<file path="config.mk">
export PLATFORM = sky130hd
export DESIGN_NAME = uart_cmd_decoder
export DESIGN_NICKNAME = d
export VERILOG_FILES = /design/src/rtl/uart_cmd_decoder.sv
export SDC_FILE = /design/constraint.sdc
export NUM_CORES = 1
export LEC_CHECK = 0
export BUFFER_PORTS_ARGS = -buffer_cell sky130_fd_sc_hd__buf_4
export CAP_MARGIN = 30
export CORE_MARGIN = 3
export CORE_UTILIZATION = 34
export CTS_CLUSTER_SIZE = 40
export DETAILED_ROUTE_END_ITERATION = 10
export PLACE_DENSITY = 0.59
export SLEW_MARGIN = 20
export SYNTH_ARGS = -nofsm -noshare
export SYNTH_HDL_FRONTEND = slang
export SYNTH_SLANG_ARGS = --single-unit
export TNS_END_PERCENT = 50
</file>
<file path="constraint.sdc">
create_clock -name clk -period 2.1 [get_ports clk]
set_input_delay 0.105 -clock clk [delete_from_list [all_inputs] [get_ports clk]]
set_output_delay 0.105 -clock clk [all_outputs]
set_load 0.01 [all_outputs]
</file>
<file path="src/rtl/uart_cmd_decoder.sv">
// Host command parser: turns UART bytes into single-byte memory bus accesses,
// returns read data to the UART transmitter and owns the CPU/PPU halt line.
module uart_cmd_decoder #(
  parameter int unsigned TIMEOUT_CYCLES = 50000,
  parameter logic [7:0]  ERR_VAL        = 8'hFF
) (
  input  logic        clk,
  input  logic        rst,
  input  logic        rx_valid,
  input  logic [7:0]  rx_data,
  output logic        tx_start,
  output logic [7:0]  tx_data,
  input  logic        tx_busy,
  output logic        bus_req,
  output logic        bus_we,
  output logic [15:0] bus_addr,
  output logic [7:0]  bus_wdata,
  input  logic        bus_ack,
  input  logic [7:0]  bus_rdata,
  output logic        cpu_halt,
  output logic [7:0]  err_cnt
);
  localparam logic [7:0] OP_WRITE = 8'h02;
  localparam logic [7:0] OP_READ  = 8'h03;
  localparam logic [7:0] OP_HALT  = 8'h06;
  localparam logic [7:0] OP_RUN   = 8'h07;
  localparam int unsigned TW = $clog2(TIMEOUT_CYCLES + 1);
  localparam logic [TW-1:0] TMO_LAST = TW'(TIMEOUT_CYCLES - 1);

  typedef enum logic [2:0] {IDLE, ADDR_HI, ADDR_LO, DATA, BUS, TX} state_t;

  state_t        state;
  logic          is_write;
  logic [TW-1:0] tmo_cnt;
  logic          tmo_hit;
  logic          known_op;
  logic          err_evt;

  assign tmo_hit  = (tmo_cnt == TMO_LAST);
  assign known_op = rx_data inside {OP_WRITE, OP_READ, OP_HALT, OP_RUN};

  // Every protocol fault in the current cycle collapses into a single increment.
  always_comb begin
    err_evt = 1'b0;
    case (state)
      IDLE:    err_evt = rx_valid && !known_op;
      ADDR_HI: err_evt = !rx_valid && tmo_hit;
      ADDR_LO: err_evt = rx_valid ? (!is_write && !cpu_halt) : tmo_hit;
      DATA:    err_evt = rx_valid ? !cpu_halt : tmo_hit;
      BUS:     err_evt = rx_valid || (!bus_ack && tmo_hit);
      TX:      err_evt = rx_valid;
      default: err_evt = 1'b0;
    endcase
  end

  // Bus handshake: bus_req rises on BUS entry with we/addr/wdata already stable,
  // stays high until the cycle bus_ack is sampled, and drops on the following edge.
  always_ff @(posedge clk) begin
    if (rst) begin
      state     <= IDLE;
      is_write  <= 1'b0;
      tmo_cnt   <= '0;
      tx_start  <= 1'b0;
      tx_data   <= 8'h00;
      bus_req   <= 1'b0;
      bus_we    <= 1'b0;
      bus_addr  <= 16'h0000;
      bus_wdata <= 8'h00;
      cpu_halt  <= 1'b0;
      err_cnt   <= 8'h00;
    end else begin
      tx_start <= 1'b0;
      tmo_cnt  <= '0;
      if (err_evt && err_cnt != 8'hFF) err_cnt <= err_cnt + 8'd1;

      case (state)
        IDLE: begin
          if (rx_valid) begin
            case (rx_data)
              OP_WRITE: begin is_write <= 1'b1; state <= ADDR_HI; end
              OP_READ:  begin is_write <= 1'b0; state <= ADDR_HI; end
              OP_HALT:  cpu_halt <= 1'b1;
              OP_RUN:   cpu_halt <= 1'b0;
              default:  ;
            endcase
          end
        end
        ADDR_HI: begin
          if (rx_valid) begin
            bus_addr[15:8] <= rx_data;
            state          <= ADDR_LO;
          end else if (tmo_hit) state <= IDLE;
          else tmo_cnt <= tmo_cnt + 1'b1;
        end
        ADDR_LO: begin
          if (rx_valid) begin
            bus_addr[7:0] <= rx_data;
            if (is_write) state <= DATA;
            else if (cpu_halt) begin
              bus_req <= 1'b1;
              bus_we  <= 1'b0;
              state   <= BUS;
            end else begin
              tx_data <= ERR_VAL;
              state   <= TX;
            end
          end else if (tmo_hit) state <= IDLE;
          else tmo_cnt <= tmo_cnt + 1'b1;
        end
        DATA: begin
          if (rx_valid) begin
            bus_wdata <= rx_data;
            if (cpu_halt) begin
              bus_req <= 1'b1;
              bus_we  <= 1'b1;
              state   <= BUS;
            end else state <= IDLE;
          end else if (tmo_hit) state <= IDLE;
          else tmo_cnt <= tmo_cnt + 1'b1;
        end
        BUS: begin
          if (bus_ack) begin
            bus_req <= 1'b0;
            if (is_write) state <= IDLE;
            else begin
              tx_data <= bus_rdata;
              // Launch straight from the ack when TX is free so tx_start follows bus_ack by one cycle.
              if (!tx_busy) begin
                tx_start <= 1'b1;
                state    <= IDLE;
              end else state <= TX;
            end
          end else if (tmo_hit) begin
            bus_req <= 1'b0;
            if (is_write) state <= IDLE;
            else begin
              tx_data <= ERR_VAL;
              state   <= TX;
            end
          end else tmo_cnt <= tmo_cnt + 1'b1;
        end
        TX: begin
          if (!tx_busy) begin
            tx_start <= 1'b1;
            state    <= IDLE;
          end
        end
        default: state <= IDLE;
      endcase
    end
  end
endmodule

</file>
# ---- Word-level counts from Yosys, hierarchy flattened
# Index checks and enable logic that the tools add are counted.
# W data, S select, Z words.
dict set report word_totals {
  in_bits 21
  ff_bits 64
  output_inout_bits 44
}
dict set report classes {
  reduce_logical 29
  add_sub_neg 2
  eq_ne 22
  mux 50
}
# cell count
set ops {}
lappend ops {{$mux W8} 7}
lappend ops {{$mux W16} 3}
lappend ops {{$mux W3} 14}
lappend ops {{$pmux W16 S2} 1}
lappend ops {{$ne A2 B2 Y1 const B} 10}
lappend ops {{$pmux W3 S6} 1}
lappend ops {{$mux W1} 17}
lappend ops {{$add A16 B1 Y16 const B} 1}
lappend ops {{$eq A16 B16 Y1 const B} 1}
lappend ops {{$eq A8 B2 Y1 const B} 2}
lappend ops {{$eq A8 B3 Y1 const B} 2}
lappend ops {{$pmux W8 S2} 1}
lappend ops {{$reduce_and A6 Y1} 2}
lappend ops {{$add A8 B1 Y8 const B} 1}
lappend ops {{$ne A8 B8 Y1 const B} 1}
lappend ops {{$pmux W1 S2} 4}
lappend ops {{$reduce_bool A2 Y1} 4}
lappend ops {{$eq A3 B2 Y1 const B} 2}
lappend ops {{$eq A3 B3 Y1 const B} 2}
lappend ops {{$pmux W1 S6} 1}
lappend ops {{$reduce_and A2 Y1} 3}
lappend ops {{$reduce_and A3 Y1} 2}
lappend ops {{$logic_and A1 B1 Y1} 5}
lappend ops {{$logic_not A1 Y1} 5}
lappend ops {{11 further kinds} 11}

# ---- Depth between registers and ports, before layout
dict set report logic_depth {
  depth_word 6
  mapped_depth 8
  depth_no_buf 7
}

# ---- Least setup slack after synthesis
# OpenSTA, ideal clock, no wires.
dict set report synth_path {
  path_kind {register -> register}
  from {reg tmo_cnt[0]}
  to {reg err_cnt[7]}
  required_time_ns 2.030
  slack_ns 0.092
  path_stages_with_launch 9
  n_path_buf 1
  setup_ns 0.070
  arrival_ns 1.938
  path_cell_list {dfxtp_1 ha_1 and3_1 buf_2 and4_1 a22o_1 o21ai_4 or4_1 a21oi_1}
}
dict set report synth_between {
  elab_chain_cells 5
  elab_cells_between_ends 8
  cone_classes {eq/ne: 1; mux: 3; reduce/logical: 4}
}
# item line_no
set synth_rtl {}
lappend synth_rtl {{from (decl)} 34} ;# logic [TW-1:0] tmo_cnt;
lappend synth_rtl {{from (signal assigned)} 93} ;# else tmo_cnt <= tmo_cnt + 1'b1;
lappend synth_rtl {{from (signal assigned)} 108} ;# else tmo_cnt <= tmo_cnt + 1'b1;
lappend synth_rtl {{from (signal assigned)} 119} ;# else tmo_cnt <= tmo_cnt + 1'b1;
lappend synth_rtl {{$eq A16 B16 Y1 *} 39} ;# assign tmo_hit = (tmo_cnt == TMO_LAST);
lappend synth_rtl {{$logic_and A1 B1 Y1} 50} ;# BUS: err_evt = rx_valid || (!bus_ack && tmo_hit);
lappend synth_rtl {{$logic_or A1 B1 Y1} 50}
lappend synth_rtl {{$pmux W1 S6 *} 45} ;# case (state)
lappend synth_rtl {{$logic_and A1 B1 Y1 *} 74} ;# if (err_evt && err_cnt != 8'hFF) err_cnt <= err_cnt + 8'd1;
lappend synth_rtl {{to (signal assigned)} 74}
lappend synth_rtl {{to (decl)} 21} ;# output logic [7:0] err_cnt
# Mark *: on every way between the ends. The rest lies on a longest branch, timed or not.
# A chain may end at the register's enable or synchronous reset.

# ---- Worst setup path after layout
dict set report layout_path {
  from {reg state[1]}
  to {reg err_cnt[7]}
}
dict set report layout_between {
  elab_chain_cells 3
  elab_cells_between_ends 8
  cone_classes {eq/ne: 5; mux: 1; reduce/logical: 2}
}
# item line_no
set layout_rtl {}
lappend layout_rtl {{from (decl)} 32} ;# state_t state;
lappend layout_rtl {{from (signal assigned)} 60} ;# state <= IDLE;
lappend layout_rtl {{from (signal assigned)} 80} ;# OP_WRITE: begin is_write <= 1'b1; state <= ADDR_HI; end
lappend layout_rtl {{from (signal assigned)} 81} ;# OP_READ: begin is_write <= 1'b0; state <= ADDR_HI; end
lappend layout_rtl {{$eq A3 B3 Y1, or another cell as far along} 45}
lappend layout_rtl {{$pmux W1 S6 *} 45}
lappend layout_rtl {{$logic_and A1 B1 Y1 *} 74}
# Marked as above.

==> reports/metrics.yaml <==
clocking:
  cts_tree: "built"
  clock_latency_ns: 0.34
  ctsHtreeMaxLevel: 3
  clock-root-buffer: "clkbuf_8"
  cts_buffers: 9
  cts.sinks: 64
  clk_pin_slew_ns: 0.07
  clock_path_buffers: 2
timing:
  rsz0062_at_grt: "no"
  fmax_ghz: 0.515
  maxSlewHeadroom_pct: 66.0
  tns_ns: 0
  timing.final.crit_share_pct: 92.5
  max_slew.worst_pin.slew_ns: 0.510
  setup_viol: 0
  fin_ws_ns: 0.158
  worst_clock_skew_ns: 0.00762
  hold_violations: 0
  slew_viol_final: 0
  fin_hold_ws_ns: 0.0322
  period_needed_ns: 1.94
routing:
  first_pass_iters: 4
  wirelength_um: 6840
  vias: 2570
  drt_iter0_drc: 114
  post_drt_wl_per_cell_um: 13.2
  vias_per_cell: 4.95
  ant_nets: 0
  drt_drc_violations_left: 0
logic_synthesis:
  synth-seq-cells: 64
  ys_seq_area_share_pct: 46.5
  async_flop_share_pct: 0
  synth_fp_nets: 360
  synth_edf_count: 0
  synthTopCellsByArea: "dfxtp_1, nand2_1, nor2_1, a21oi_1, xor2_1"
  syn_inst: 337
  synth-main-ff-cell: "dfxtp_1"
  yosysUniqueCellTypes: 46
  post-synth-top-area-fraction_pct: 46.5
  syn_area_per_cell_um2: 8.18
  netlist_area_um2: 2760
  ys_warn_count: 0
  synth_top_cell_by_area: "dfxtp_1"
global_routing:
  gr-usage-all-layers_pct: 16.0
  grt.overflow.total: 0
  grt_max_degree: 50
  antenna_found_initial: 0
  grt_pass1_vias: 2419
  grt_pass1_wl_um: 11600
worst_setup_path:
  crit_chain: "or2_1 > a311oi_2 > o31a_2 > o21ai_4 > or4_1 > a21oi_1"
  cpLargestDelayFamily: "simple AND/OR/NAND/NOR gates"
  start_kind: "register"
  path_max_fanout: 8
  crit_buf_inv: 0
  critPathKind: "register to register"
  reg2reg_from: "state[1]$_SDFFE_PP0P_"
  crit_path_top_delay_cell: "or4_1"
  worstPathRequired_ns: 2.37
  slowest_delay_ns: 0.50
  crit_start: "state[1]$_SDFFE_PP0P_"
  cp.arrival_ns: 2.21
  end_kind: "register"
power:
  pwr-share-seq_pct: 54.2
  p_comb_share_pct: 4.7
  power_switching_mw: 0.517
  power_density_nw_per_um2: 629
  power_leakage_nw: 1.41
  peakVddDrop_uv: 385
  clkPwrFrac_pct: 41.2
  swShare_pct: 22.9
  p_int_mw: 1.74
placement:
  dp_hpwl_um: 4880
  place_ws_ns: 0.143
  gp_congestion: 0.819
  port_buffers: 64
finish:
  layout.nets: 436
  drive_gt1_share_pct: 24.0
  area_delta_synth_final_pct: 30.4
  nFillCells: 795
  antenna_cells: 0
  multiInputGateArea_um2: 1390
  register_area_um2: 1280
floorplanning:
  dieWidth_um: 96.0
  die_y_um: 96.0
  core_area_um2: 7810
  io_pins: 65
  core.rowCount: 32
  dieArea_um2: 9220
  start_util_pct: 35.3
job:
  maxCapViolCount: 0
outcome:
  outcome: "complete, no violations"
hold_path:
  min-delay-start: "bus_rdata[0]"
  hold_class: "input pin to register"
==> worst paths after layout <==
kind	to	slack (ns)	depth (start not counted)
setup / recovery	err_cnt[7]$_SDFFE_PP0P_	0.16	6
hold / removal	tx_data[0]$_SDFFE_PP0P_	0.03	3
setup reg to reg	err_cnt[7]$_SDFFE_PP0P_	0.16	6
hold reg to reg	tmo_cnt[0]$_SDFF_PP0_	0.44	1
==> flip-flops by register name, summed over array words and instances (netlist names) <==
name,count
cpu_halt,1
bus_req,1
is_write,1
state,3
tx_data,8
bus_wdata,8
bus_addr,16
tmo_cnt,16
tx_start,1
bus_we,1
err_cnt,8
==> cells in the final DEF, fill, tap and decap left out, drive strengths merged, types with 4 or more instances in the layout <==
master / Yosys / final
inv: 5 / 5
nor3: 12 / 12
nand2: 58 / 58
and3: 5 / 5
xnor2: 6 / 6
clkinv: 0 / 4
clkbuf: 12 / 11
and2: 4 / 4
mux2i: 5 / 5
nor2: 52 / 52
nand3: 14 / 14
a21oi: 28 / 28
o21ai: 6 / 6
xor2: 11 / 11
nor2b: 7 / 7
buf: 3 / 79
dfxtp: 64 / 64
==> worst reg2reg max path, stage by stage, from the launching register on <==
cell	delay, ns
dfxtp_1	0.38
or2_1	0.27
a311oi_2	0.25
o31a_2	0.24
o21ai_4	0.09
or4_1	0.50
a21oi_1	0.14
==> what timing repair did <==
| item | 4_1_cts | 5_1_grt |
|---|---|---|
| gates resized for setup | 0 | 1 |
| hold buffers | 1 | 0 |
| buffers inserted | 0 | 0 |
| endpoints found under the setup margin | 0 | 1 |
| endpoints found under the hold margin | 1 | 0 |
==> stage by stage <==
step	power, mW	cells	utilization [%]	instance area [um^2]
finish	2.26	519	46.0	3590
global route	2.36	519	46.0	3590
detailed placement	1.36	503	43.7	3410
global placement	1.36	503	43.7	3410
floorplan	1.29	337	-	2760
CTS	2.30	519	46.0	3590
==> synth_stat cells (all sizes together) (2+ instances only) <==
| library cell | instances |
|---|---|
| dfxtp | 64 |
| nand2 | 58 |
| nor2 | 52 |
| a21oi | 28 |
| nand3 | 14 |
| clkbuf | 12 |
| nor3 | 12 |
| xor2 | 11 |
| nor2b | 7 |
| o21ai | 6 |
| xnor2 | 6 |
| and3 | 5 |
| inv | 5 |
| mux2i | 5 |
| and2 | 4 |
| and4 | 3 |
| buf | 3 |
| nand2b | 3 |
| o31ai | 3 |
| a22o | 2 |
| a22oi | 2 |
| ha | 2 |
| nand3b | 2 |
| nand4 | 2 |
| nor3b | 2 |
| nor4 | 2 |
| nor4b | 2 |
| nor4bb | 2 |
| o211ai | 2 |
| o22ai | 2 |
| or3 | 2 |
| or4 | 2 |
==> cell type report <==
class / count / share of cell area, %
Clock buffer: 11 / 4.21
Clock inverter: 4 / 0.557
Inverter: 5 / 0.522
Multi-Input combinational cell: 253 / 38.7
Sequential cell: 64 / 35.7
Tap cell: 102 / 3.55
Timing Repair Buffer: 80 / 16.8
==> routing by layer <==
metal | share of wire (%) | up-vias | global-route usage (%) | wire length [um]
met3 | 6.7 | 10 | 5.79 | 457
li1 | - | 1302 | - | -
met1 | 45 | 1186 | 20.1 | 3060
met5 | 0 | - | 0 | 0
met2 | 47 | 72 | 25.7 | 3230
met4 | 1.3 | 0 | 4.38 | 89
==> power by group through the flow <==
stage / registers (mW) / logic [mW] / clock network (mW)
global placement: 1.25 / 0.104 / 0
global route: 1.22 / 0.117 / 1.02
floorplan: 1.25 / 0.0409 / 0
detailed placement: 1.25 / 0.104 / 0
finish: 1.22 / 0.105 / 0.931
CTS: 1.22 / 0.106 / 0.968
==> cell families (layout without fill, tap and decap cells) <==
logic type / count (synthesis) / count (layout) / share of synthesized area (%)
xor+xnor: 17 / 17 / 5.40
mux: 5 / 5 / 1.82
flops: 64 / 64 / 46.5
fa+ha+maj: 2 / 2 / 0.908
compound gates: 52 / 52 / 11.9
buf+inv: 20 / 100 / 3.09
simple gates: 177 / 177 / 30.4
Note: power is estimated with default switching activity, not from simulation.
